==> src/rtl/leaf_mu_window_acc.sv <==
// rtl/leaf_mu_window_acc.sv - sums fixed windows of accepted words and hands each sum off over valid/ready
// Optional LEAF_MU_MAX_EN adds max_out, the unsigned maximum of each completed window.
module leaf_mu_window_acc #(
    parameter int  WIDTH  = 32,
    parameter int  WINDOW = 8,
    localparam int CNT_W  = $clog2(WINDOW),
    localparam int SUM_W  = WIDTH + $clog2(WINDOW)
) (
    input  logic             clk,
    input  logic             rst,
    input  logic             in_valid,
    output logic             in_ready,
    input  logic [WIDTH-1:0] data_in,
    output logic             out_valid,
    input  logic             out_ready,
    output logic [SUM_W-1:0] sum_out,
    output logic [15:0]      win_count
`ifdef LEAF_MU_MAX_EN
    ,
    output logic [WIDTH-1:0] max_out
`endif
);

    typedef enum logic {
        ST_ACC  = 1'b0,
        ST_HOLD = 1'b1
    } state_t;

    localparam logic [CNT_W-1:0] CNT_LAST = CNT_W'(WINDOW - 1);
    localparam logic [CNT_W-1:0] CNT_ONE  = CNT_W'(1);

    state_t           state;
    state_t           state_next;
    logic [SUM_W-1:0] acc;
    logic [SUM_W-1:0] acc_next;
    logic [CNT_W-1:0] cnt;
    logic [CNT_W-1:0] cnt_next;
    logic [SUM_W-1:0] data_ext;
    logic             accept;
    logic             fire;
    logic             load_out;

    // A stalled HOLD still admits a sample when the consumer is taking the sum this cycle.
    assign in_ready = (state == ST_ACC) | out_ready;
    assign accept   = in_valid & in_ready;
    assign fire     = out_valid & out_ready;
    assign data_ext = {{(SUM_W - WIDTH){1'b0}}, data_in};

    always_ff @(posedge clk) begin
        if (rst) begin
            state <= ST_ACC;
        end else begin
            state <= state_next;
        end
    end

    always_comb begin
        state_next = state;
        acc_next   = acc;
        cnt_next   = cnt;
        load_out   = 1'b0;
        case (state)
            ST_ACC: begin
                if (accept) begin
                    if (cnt == CNT_LAST) begin
                        load_out   = 1'b1;
                        acc_next   = '0;
                        cnt_next   = '0;
                        state_next = ST_HOLD;
                    end else begin
                        acc_next = acc + data_ext;
                        cnt_next = cnt + CNT_ONE;
                    end
                end
            end
            ST_HOLD: begin
                if (out_ready) begin
                    state_next = ST_ACC;
                    if (accept) begin
                        acc_next = data_ext;
                        cnt_next = CNT_ONE;
                    end
                end
            end
            default: state_next = ST_ACC;
        endcase
    end

    always_ff @(posedge clk) begin
        if (rst) begin
            acc       <= '0;
            cnt       <= '0;
            out_valid <= 1'b0;
            sum_out   <= '0;
            win_count <= '0;
        end else begin
            acc <= acc_next;
            cnt <= cnt_next;
            if (load_out) begin
                out_valid <= 1'b1;
                sum_out   <= acc + data_ext;
                win_count <= win_count + 16'd1;
            end else if (fire) begin
                out_valid <= 1'b0;
            end
        end
    end

`ifdef LEAF_MU_MAX_EN
    logic [WIDTH-1:0] max_acc;
    logic [WIDTH-1:0] max_merged;
    logic             first_sample;

    // The first sample of a window either arrives in ACC with cnt==0 or rides the HOLD handoff.
    assign first_sample = (state == ST_HOLD) | (cnt == '0);
    assign max_merged   = (data_in > max_acc) ? data_in : max_acc;

    always_ff @(posedge clk) begin
        if (rst) begin
            max_acc <= '0;
            max_out <= '0;
        end else begin
            if (accept) begin
                max_acc <= first_sample ? data_in : max_merged;
            end
            if (load_out) begin
                max_out <= max_merged;
            end
        end
    end
`endif

endmodule

==> config.mk <==
export PLATFORM = sky130hd
export DESIGN_NAME = leaf_mu_window_acc
export DESIGN_NICKNAME = d
export VERILOG_FILES = /design/src/rtl/leaf_mu_window_acc.sv
export SDC_FILE = /design/constraint.sdc
export NUM_CORES = 1
export LEC_CHECK = 0
export ABC_CLOCK_PERIOD_IN_PS = 8910
export CORE_ASPECT_RATIO = 0.9
export CORE_MARGIN = 2
export CORE_UTILIZATION = 32
export DETAILED_ROUTE_END_ITERATION = 8
export SYNTH_ARGS = -nofsm -noshare
export SYNTH_HDL_FRONTEND = slang
export SYNTH_SLANG_ARGS = --single-unit
==> constraint.sdc <==
create_clock -name clk -period 8.91 [get_ports clk]
set_input_delay 1.782 -clock clk [delete_from_list [all_inputs] [get_ports clk]]
set_output_delay 1.782 -clock clk [all_outputs]
set_load 0.005 [all_outputs]
==> results of run 1 <==
## layer usage
layer  GRT usage [%]  vias up  wire [um]
li1                -     2624          -
met1           25.27     2446       8073
met2           27.26      105       6803
met3           4.057       13        625
met4           3.553        0        136
met5               0        -          0
## cell families (layout without fill, tap and decap cells)
| family | Yosys count | in the layout |
|---|---|---|
| buffers and inverters | 55 | 124 |
| DFF | 91 | 91 |
| adders and majority gates | 36 | 36 |
| AOI/OAI and AO/OA | 201 | 201 |
| xor gates and xnor gates | 46 | 46 |
| and+or+nand+nor | 263 | 263 |
| muxes | 2 | 2 |
## stage by stage
| stage | worst slack, ns | util (%) | hold slack, ns |
|---|---|---|---|
| after floorplan | 4.684 | - | 0.4482 |
| after global placement | 3.943 | 38.45 | 0.4438 |
| after detailed placement | 3.850 | 38.45 | 0.4461 |
| after CTS | 4.135 | 40.24 | 0.4558 |
| after global routing | 3.933 | 40.24 | 0.4775 |
| final | 4.145 | 40.24 | 0.4536 |
## sequential cells by signal, indices dropped and copies added, names as in the netlist
name       cells
state          1
sum_out       35
out_valid      1
win_count     16
cnt            3
acc           35
## layout by cell type (no fill, tap or decap), types with 8 or more instances in the layout
cell type	instances
a211oi_1	11
nor3_1	27
o21ai_0	38
nand4_1	9
xnor2_1	25
a21oi_1	69
ha_1	35
clkdlybuf4s50_1	87
a221oi_1	23
nand2_1	84
xor2_1	21
inv_1	13
nor2_1	78
clkbuf_16	9
nand3_1	17
dfxtp_1	91
nor2b_1	8
## cell usage after synthesis (5+ instances only)
master	number	area, um2
dfxtp_1	91	1822
nand2_1	84	315.3
nor2_1	78	292.8
a21oi_1	69	345.3
o21ai_0	38	190.2
ha_1	35	437.9
clkbuf_1	30	112.6
nor3_1	27	135.1
xnor2_1	25	219.0
a221oi_1	23	201.4
xor2_1	21	183.9
nand3_1	17	85.08
inv_1	13	48.80
a211oi_1	11	82.58
nand4_1	9	56.30
nor2b_1	8	50.05
a21o_1	7	52.55
and3_1	6	37.54
o31ai_1	5	37.54
## where the power goes
part / internal [uW] / switching, uW
Sequential: 427 / 12.2
Clock: 222 / 181
Combinational: 140 / 188
## how the worst max path moves through the flow
| stage | start | endpoint | slack [ns] | cells past startpoint |
|---|---|---|---|---|
| floorplan | data_in[0] | acc[34] | 4.68 | 12 |
| global placement | data_in[0] | acc[26] | 3.94 | 13 |
| detailed placement | data_in[0] | acc[26] | 3.85 | 13 |
| CTS | out_ready | in_ready | 4.13 | 3 |
| global route | data_in[0] | acc[34] | 3.93 | 13 |
| finish | out_ready | in_ready | 4.14 | 3 |
## worst reg2reg max path: stages (launching register included)
cell and delay [ns]:
dfxtp_1 0.33, ha_1 0.16, inv_1 0.05, fa_1 0.40, nor2b_1 0.18, o211ai_1 0.14
a211oi_1 0.41, o31ai_2 0.15, o21ai_0 0.35, a21boi_0 0.26, xnor2_1 0.20, a221oi_1 0.30
nor2_1 0.08
## area by class of cell
class	count	area share, %
Multi-Input combinational cell	548	50.50
Sequential cell	91	26.80
Timing Repair Buffer	95	13.66
Tap cell	211	3.884
Clock buffer	10	3.369
Clock inverter	6	1.068
Inverter	13	0.7180
==> impl_metrics.csv, run 1 <==
group,metric,value,unit
status,status,"complete, no violations",
synthesis,yosysUniqueCellTypes,68,
floorplanning,rows,45,
clock_network,tritoncts,"yes",
sta,hold_violations,0,
place,place_inst,958,
detailed_routing,detail-route-antenna-nets,0,
clock_network,htreeDepth,3,
floorplanning,dieArea,18340,um2
worst_hold_path,worstHoldPathCells,2,
power_and_ir_drop,power.density,172.2,nW/um2
detailed_routing,drc,0,
critical_path,crit_fanout,4,
synthesis,ys_seq_elements,91,
place,dpl_cell_area,6495,um2
global_routing,grt_max_degree,62,
global_routing,track_usage,17.65,%
detailed_routing,vias_per_cell,5.326,
detailed_routing,dr.pass1.iters,5,
finish,instances_no_fill,974,
clock_network,path_clk_slew,0.07,ns
critical_path,cp_slowest_stage_delay,0.52,ns
sta,maxSlewViolCount,0,
synthesis,synth_mux_area_share,0.3622,%
detailed_routing,routed_wl,15640,um
synthesis,synth_nets,766,
place,gp_congestion,0.8564,
synthesis,synth-compound-area-share,24.20,%
critical_path,slowest_stage,"clkdlybuf4s50_1",
sta,setup_viol,0,
global_routing,antenna_found_initial,0,
power_and_ir_drop,p_leak,0.002540,uW
place,dpl.hpwl,10760,um
synthesis,yosysWarnings,0,
finish,regArea,1822,um2
clock_network,ctsRootBufferMaster,"clkbuf_16",
sta,skew,0.01039,ns
finish,drive_gt1_share,5.505,%
synthesis,syn_area_per_cell,7.963,um2
detailed_routing,dr.first_iter.drc_count,371,
sta,tns,0,ns
critical_path,cpMostUsedCell,"clkdlybuf4s50_1",
synthesis,synth_top_family_by_area,"compound AO/OA/AOI/OAI gates",
floorplanning,ios,89,
global_routing,first_global_vias,4915,
synthesis,synthArstFlopShare,0,%
synthesis,synth_ff_type,"dfxtp_1",
synthesis,ys_seq_area_share,32.96,%
floorplanning,die_w,142.5,um
synthesis,netlist_area,5527,um2
critical_path,cp.arrival,2.98,ns
run,maxCapViolations,0,
detailed_routing,wl_per_cell,16.06,um
synthesis,synth-xor-area-share,7.290,%
power_and_ir_drop,irDropWorstVdd,0.08967,mV
critical_path,reg2reg_to,"acc[26]",
finish,multi_input_comb_area,3432,um2
floorplanning,die_h,128.7,um
floorplanning,start_util,32.72,%
place,port-buffer-count,88,
worst_hold_path,holdPathEnd,"sum_out[29]",
sta,period_share,53.48,%
critical_path,worstPathRequired,7.13,ns
clock_network,postCtsResizedCells,0,
finish,design_area,6797,um2
floorplanning,core,16890,um2
synthesis,synth-simple-area-share,21.96,%
global_routing,globalRouteOverflowTotal,0,
finish,area_growth,22.98,%
clock_network,holdBufCountCts,0,
clock_network,clock_latency,0.36,ns
critical_path,crit_type,"primary input to output pin",
power_and_ir_drop,power,1171,uW
finish,diodes,0,
sta,relSlewSlack,41.54,%
clock_network,clockBufferDepth,2,
synthesis,synth_edf_count,0,
critical_path,r2r_cells,12,
global_routing,grt_pass1_wl,25850,um
sta,rsz0062_at_grt,"no",
synthesis,synthAdderAreaFrac,8.286,%
critical_path,ff2ff_setup_slack,5.79,ns
synthesis,synth_cells,694,
detailed_routing,num_vias,5188,
worst_hold_path,holdCritPathClass,"flop to flop",
critical_path,startpoint_type,"primary input",
clock_network,cts.sinks,91,
critical_path,crit-reg2reg-launch,"acc[0]",
finish,n_fill_cell,1711,
clock_network,cts_setup_buffers,0,
sta,layout_min_cycle_time,4.765,ns
finish,final_nets,830,
sta,fmax,209.9,MHz
sta,worst_pin_slew,0.8760,ns
clock_network,cts_made_buffers,9,
critical_path,crit_family,"buffers and inverters",
critical_path,crit_buf_inv,2,
critical_path,crit_chain,"clkdlybuf4s50_1 -> nand2b_1 -> clkdlybuf4s50_1",
critical_path,crit_path_end_kind,"output pin",
worst_hold_path,worstHoldStart,"sum_out[29]",
(Power assumes the default switching activity.)
==> run 2, diff against run 1 <==
ABC_CLOCK_PERIOD_IN_PS = 4700   (was 8910)
clock period = 4.7 ns   (was 8.91 ns; I/O delays follow)
==> run 2 against run 1 <==
Total power is 90% higher. Global-route usage is 0.66 points lower. Hold slack better by 0.00065 ns. Wire length down 0.89%. Count of clock-buffer cells in the layout did not move. Clock skew fell by 0.0016 ns. Register-to-register slack got worse by 4.2 ns. Sequential power increased by 90%. Die area is the same. Non-clock buffer count is the same. Critical endpoint is now acc[26].
==> impl_metrics.csv, run 2 (synthesis gave the netlist of run 1 again) <==
group,metric,value,unit
status,status,"complete, no violations",
detailed_routing,detail-route-antenna-nets,0,
power_and_ir_drop,p_leak,0.002542,uW
global_routing,first_global_vias,4659,
finish,final_cell_mix,"dfxtp_1, clkdlybuf4s50_1, nand2_1",
sta,relSlewSlack,29.95,%
power_and_ir_drop,p_int,1509,uW
global_routing,antenna_found_initial,0,
critical_path,crit_path_end_kind,"flop",
floorplanning,die_h,128.7,um
critical_path,cp.arrival,4.11,ns
critical_path,crit_family,"compound AO/OA/AOI/OAI gates",
sta,worst_pin_slew,1.051,ns
place,port-buffer-count,88,
floorplanning,dieArea,18340,um2
finish,area_growth,23.14,%
power_and_ir_drop,swShare,32.31,%
global_routing,globalRouteOverflowTotal,0,
critical_path,crit_type,"primary input to flop",
critical_path,crit_fanout,3,
clock_network,tritoncts,"yes",
detailed_routing,wl_per_cell,15.91,um
sta,tns,0,ns
critical_path,crit_chain,"clkdlybuf4s50_1 -> ha_1 -> inv_1 -> fa_1 -> nor2b_1 -> o211ai_1 -> a211oi_1 -> o31ai_2 -> o21ai_0 -> a21boi_0 -> xnor2_1 -> a221oi_1 -> nor2_1",
sta,hold_violations,0,
detailed_routing,dr.pass1.iters,5,
finish,diodes,0,
clock_network,clockBufferDepth,2,
clock_network,path_clk_slew,0.07,ns
finish,final_common_cell,"dfxtp_1",
sta,period_share,82.34,%
sta,layout_min_cycle_time,3.870,ns
floorplanning,ios,89,
floorplanning,start_util,32.72,%
power_and_ir_drop,power.density,327.6,nW/um2
clock_network,ctsRootBufferMaster,"clkbuf_16",
finish,reg.largest.list,"acc x35, sum_out x35, win_count x16",
critical_path,slowest_stage,"clkdlybuf4s50_1",
run,maxCapViolations,0,
clock_network,cts_made_buffers,9,
power_and_ir_drop,switchingPower,720.3,uW
sta,skew,0.008790,ns
finish,final_nets,830,
clock_network,cts_setup_buffers,0,
power_and_ir_drop,seq_power_share,37.4,%
power_and_ir_drop,pwr-share-clk,34.6,%
critical_path,startpoint_type,"primary input",
detailed_routing,routed_wl,15500,um
place,dpl.hpwl,10960,um
floorplanning,rows,45,
sta,maxSlewViolCount,0,
finish,design_area,6805,um2
sta,rsz0062_at_grt,"no",
global_routing,track_usage,16.99,%
sta,setup_viol,0,
power_and_ir_drop,comb_power_share,28.1,%
sta,fmax,258.4,MHz
sta,hold_ws,0.4543,ns
detailed_routing,num_vias,5085,
floorplanning,core,16890,um2
clock_network,cts.sinks,91,
detailed_routing,drc,0,
clock_network,htreeDepth,3,
place,dpl_cell_area,6495,um2
detailed_routing,dr.first_iter.drc_count,359,
global_routing,grt_max_degree,45,
detailed_routing,vias_per_cell,5.221,
clock_network,clock_latency,0.36,ns
finish,drive_gt1_share,5.636,%
clock_network,holdBufCountCts,0,
critical_path,crit_buf_inv,2,
floorplanning,die_w,142.5,um
critical_path,worstPathRequired,4.94,ns
global_routing,grt_pass1_wl,24720,um
finish,n_fill_cell,1733,
clock_network,postCtsResizedCells,0,
critical_path,cp_slowest_stage_delay,0.50,ns
worst_hold_path,holdCritPathClass,"flop to flop",
power_and_ir_drop,irDropWorstVdd,0.1663,mV
place,gp_congestion,0.8596,
-- run 2: cell types whose count changed in the layout (fill, tap and decap cells not counted) --
cell        delta
clkbuf_1       -1
clkinv_4       -1
clkinvlp_4     +1
clkbuf_8       +1
-- run 2: power by group through the flow --
stage	clock, uW	combinational, uW	sequential [uW]
after global routing	816	697	837
after CTS	791	622	832
after global placement	0	615	850
final	771	626	833
after detailed placement	0	617	850
after floorplan	0	487	842
-- run 2: tightest hold or removal path, stage by stage (launching register included) --
cell,delay [ns]
dfxtp_1,0.31
nand2_1,0.05
a21oi_1,0.05
-- run 2: through the flow --
| step | util (%) | instances | power, uW | worst slack (ns) |
|---|---|---|---|---|
| detailed placement | 38.45 | 958 | 1466 | 0.4975 |
| CTS | 40.29 | 974 | 2246 | 0.8672 |
| finish | 40.29 | 974 | 2229 | 0.8299 |
| global placement | 38.45 | 958 | 1465 | 0.5834 |
| global route | 40.29 | 974 | 2349 | 0.5448 |
| floorplan | - | 694 | 1329 | 1.316 |
-- run 2: path summary, 6_finish.rpt --
kind | start | end | slack [ns] | cells past startpoint
max | data_in[0] | acc[26] | 0.83 | 13
min | sum_out[32] | sum_out[32] | 0.45 | 2
max reg2reg | acc[0] | acc[26] | 1.60 | 12
min reg2reg | sum_out[32] | sum_out[32] | 0.45 | 2
-- run 2: area by class of cell --
| cell class | instances | area [um2] | area share, % |
|---|---|---|---|
| clock inverter | 6 | 71.32 | 1.048 |
| inverter | 13 | 48.80 | 0.7170 |
| tap | 211 | 264.0 | 3.879 |
| multi-input combinational | 548 | 3432 | 50.43 |
| sequential | 91 | 1822 | 26.77 |
| timing repair buffer | 95 | 928.4 | 13.64 |
| clock buffer | 10 | 239.0 | 3.512 |
-- run 2: routing by layer --
metal	GRT usage (%)	up-vias	wire length, um
li1	-	2631	-
met1	24.62	2352	7926
met2	26.07	92	6858
met3	3.163	10	570
met4	4.135	0	144
met5	0	-	0
==> run 3, diff against run 2 <==
ABC_CLOCK_PERIOD_IN_PS = 3820   (was 4700)
clock period = 3.82 ns   (was 4.7 ns; I/O delays follow)
==> run 3 against run 2 <==
Total power is 29% higher. Cell count up 3.6%. Sequential cell count unchanged. Register-to-register slack worse by 0.69 ns. Cell area grew 4.2%. Largest power group unchanged. Worst setup slack got worse by 0.49 ns. Critical path type unchanged. Sequential power grew 22%. Highest routed layer unchanged.
==> impl_metrics.csv, run 3 (synthesis gave the netlist of run 1 again) <==
group,metric,value,unit
clock_network,holdBufCountCts,0,
finish,drive_gt1_share,9.900,%
clock_network,clockBufferDepth,2,
detailed_routing,drc,0,
finish,final_common_cell,"dfxtp_1",
critical_path,crit-reg2reg-launch,"acc[0]",
global_routing,first_global_vias,4879,
critical_path,crit_start,"data_in[0]",
critical_path,crit_family,"compound AO/OA/AOI/OAI gates",
clock_network,clock_latency,0.36,ns
critical_path,crit_chain,"clkdlybuf4s50_1 -> ha_1 -> inv_1 -> fa_1 -> nor2b_1 -> o211ai_1 -> a211oi_2 -> o31ai_2 -> o211a_4 -> o31ai_4 -> nand3_2 -> or3_1 -> a21oi_1",
finish,diodes,0,
critical_path,cp.depth,13,
global_routing,grt_max_degree,77,
clock_network,cts_setup_buffers,0,
power_and_ir_drop,irDropWorstVdd,0.2088,mV
sta,relSlewSlack,42.63,%
sta,fmax,287.1,MHz
finish,n_fill_cell,1745,
finish,area_growth,28.37,%
critical_path,startpoint_type,"primary input",
floorplanning,rows,45,
sta,period_share,91.19,%
status,status,"complete, no violations",
floorplanning,dieArea,18340,um2
critical_path,cp.arrival,3.77,ns
clock_network,ctsRootBufferMaster,"clkbuf_16",
critical_path,crit_buf_inv,2,
sta,worst_pin_slew,0.8605,ns
critical_path,slowest_stage,"clkdlybuf4s50_1",
detailed_routing,routed_wl,15790,um
finish,fin_util,42.00,%
global_routing,grt_pass1_wl,25700,um
critical_path,crit_fanout,5,
detailed_routing,vias_per_cell,5.222,
finish,final_nets,866,
place,dpl.hpwl,11380,um
clock_network,cts_made_buffers,9,
floorplanning,die_w,142.5,um
run,maxCapViolations,0,
clock_network,htreeDepth,3,
detailed_routing,num_vias,5269,
sta,setup_ws,0.3365,ns
detailed_routing,detail-route-antenna-nets,0,
sta,hold_violations,0,
sta,maxSlewViolCount,0,
detailed_routing,dr.pass1.iters,5,
critical_path,cp_slowest_stage_delay,0.49,ns
floorplanning,start_util,32.72,%
finish,design_area,7094,um2
finish,regArea,1822,um2
sta,skew,0.008430,ns
critical_path,crit_type,"primary input to flop",
power_and_ir_drop,power.density,404.9,nW/um2
sta,layout_min_cycle_time,3.483,ns
detailed_routing,wl_per_cell,15.65,um
detailed_routing,dr.first_iter.drc_count,303,
clock_network,tritoncts,"yes",
place,dpl_cell_area,6765,um2
place,post-place-ws,-0.1229,ns
critical_path,reg2reg_to,"acc[34]",
place,port-buffer-count,88,
global_routing,globalRouteOverflowTotal,0,
finish,multi_input_comb_area,3437,um2
floorplanning,ios,89,
global_routing,track_usage,17.55,%
finish,final_cell_mix,"dfxtp_1, clkdlybuf4s50_1, nand2_1",
critical_path,crit_path_end_kind,"flop",
place,gp_congestion,0.8400,
critical_path,worstPathRequired,4.11,ns
global_routing,antenna_found_initial,0,
clock_network,cts.sinks,91,
power_and_ir_drop,p_leak,0.002720,uW
finish,reg.largest.list,"acc x35, sum_out x35, win_count x16",
sta,rsz0062_at_grt,"no",
critical_path,r2r_cells,12,
clock_network,path_clk_slew,0.07,ns
critical_path,ff2ff_setup_slack,0.91,ns
floorplanning,die_h,128.7,um
worst_hold_path,holdCritPathClass,"flop to flop",
sta,setup_viol,0,
floorplanning,core,16890,um2
critical_path,crit_end,"acc[34]",
run 3: cell types whose count changed in the layout (fill, tap and decap cells not counted), sizes merged:
| cell | delta |
|---|---|
| clkbuf | -1 |
| buf | +36 |
| inv | -1 |
| bufinv | +1 |
run 3: worst min-delay path by stage:
stage	startpoint	end	slack, ns	cells after the start
2_1_floorplan	sum_out[32]	sum_out[32]	0.45	2
3_3_place_gp	sum_out[32]	sum_out[32]	0.44	2
3_5_place_dp	sum_out[5]	sum_out[5]	0.45	2
4_1_cts	sum_out[18]	sum_out[18]	0.46	2
5_1_grt	sum_out[14]	sum_out[14]	0.47	2
6_report	sum_out[12]	sum_out[12]	0.45	2
run 3: layer usage:
layer / wire length (um) / part of all wire [%] / GRT usage, %
met3: 720 / 4.6 / 3.536
met1: 8273 / 52 / 25.96
met5: 0 / 0 / 0
met2: 6662 / 42 / 26.19
met4: 131 / 0.83 / 4.077
run 3: metrics by stage:
step	hold slack [ns]	instances	TNS, ns	total power, uW
after CTS	0.4580	1009	0	2885
after floorplan	0.4482	694	0	1635
after global routing	0.4728	1009	0	3021
after detailed placement	0.4486	994	-0.6431	1876
final	0.4542	1009	0	2873
after global placement	0.4431	994	-0.09140	1877
run 3: area by class of cell:
cell class	instances	area share (%)
clock buffers	9	3.175
clock inverters	6	1.393
inverters	13	0.6878
multi-input cells	548	48.45
flip-flops and latches	91	25.68
well taps	211	3.721
repair buffers	131	16.90
run 3: repair_timing:
action | 4_1_cts | 5_1_grt
hold endpoints to repair | 0 | 0
setup endpoints to repair | 0 | 1
gates resized for setup | 0 | 1
run 3: power by group:
| group | total (uW) | leakage [uW] | internal, uW | switching (uW) |
|---|---|---|---|---|
| clock network | 1010 | 0.000156 | 581 | 425 |
| registers | 1020 | 0.000742 | 996 | 28.0 |
| logic | 843 | 0.00182 | 383 | 460 |
| total | 2870 | 0.00272 | 1960 | 913 |
run 3: tightest hold or removal path, delay by kind of cell, from the launching register on:
| family | cells | cell delay (ns) |
|---|---|---|
| AO/OA/AOI/OAI | 1 | 0.05 |
| flip-flops | 1 | 0.31 |
| AND/OR/NAND/NOR | 1 | 0.05 |
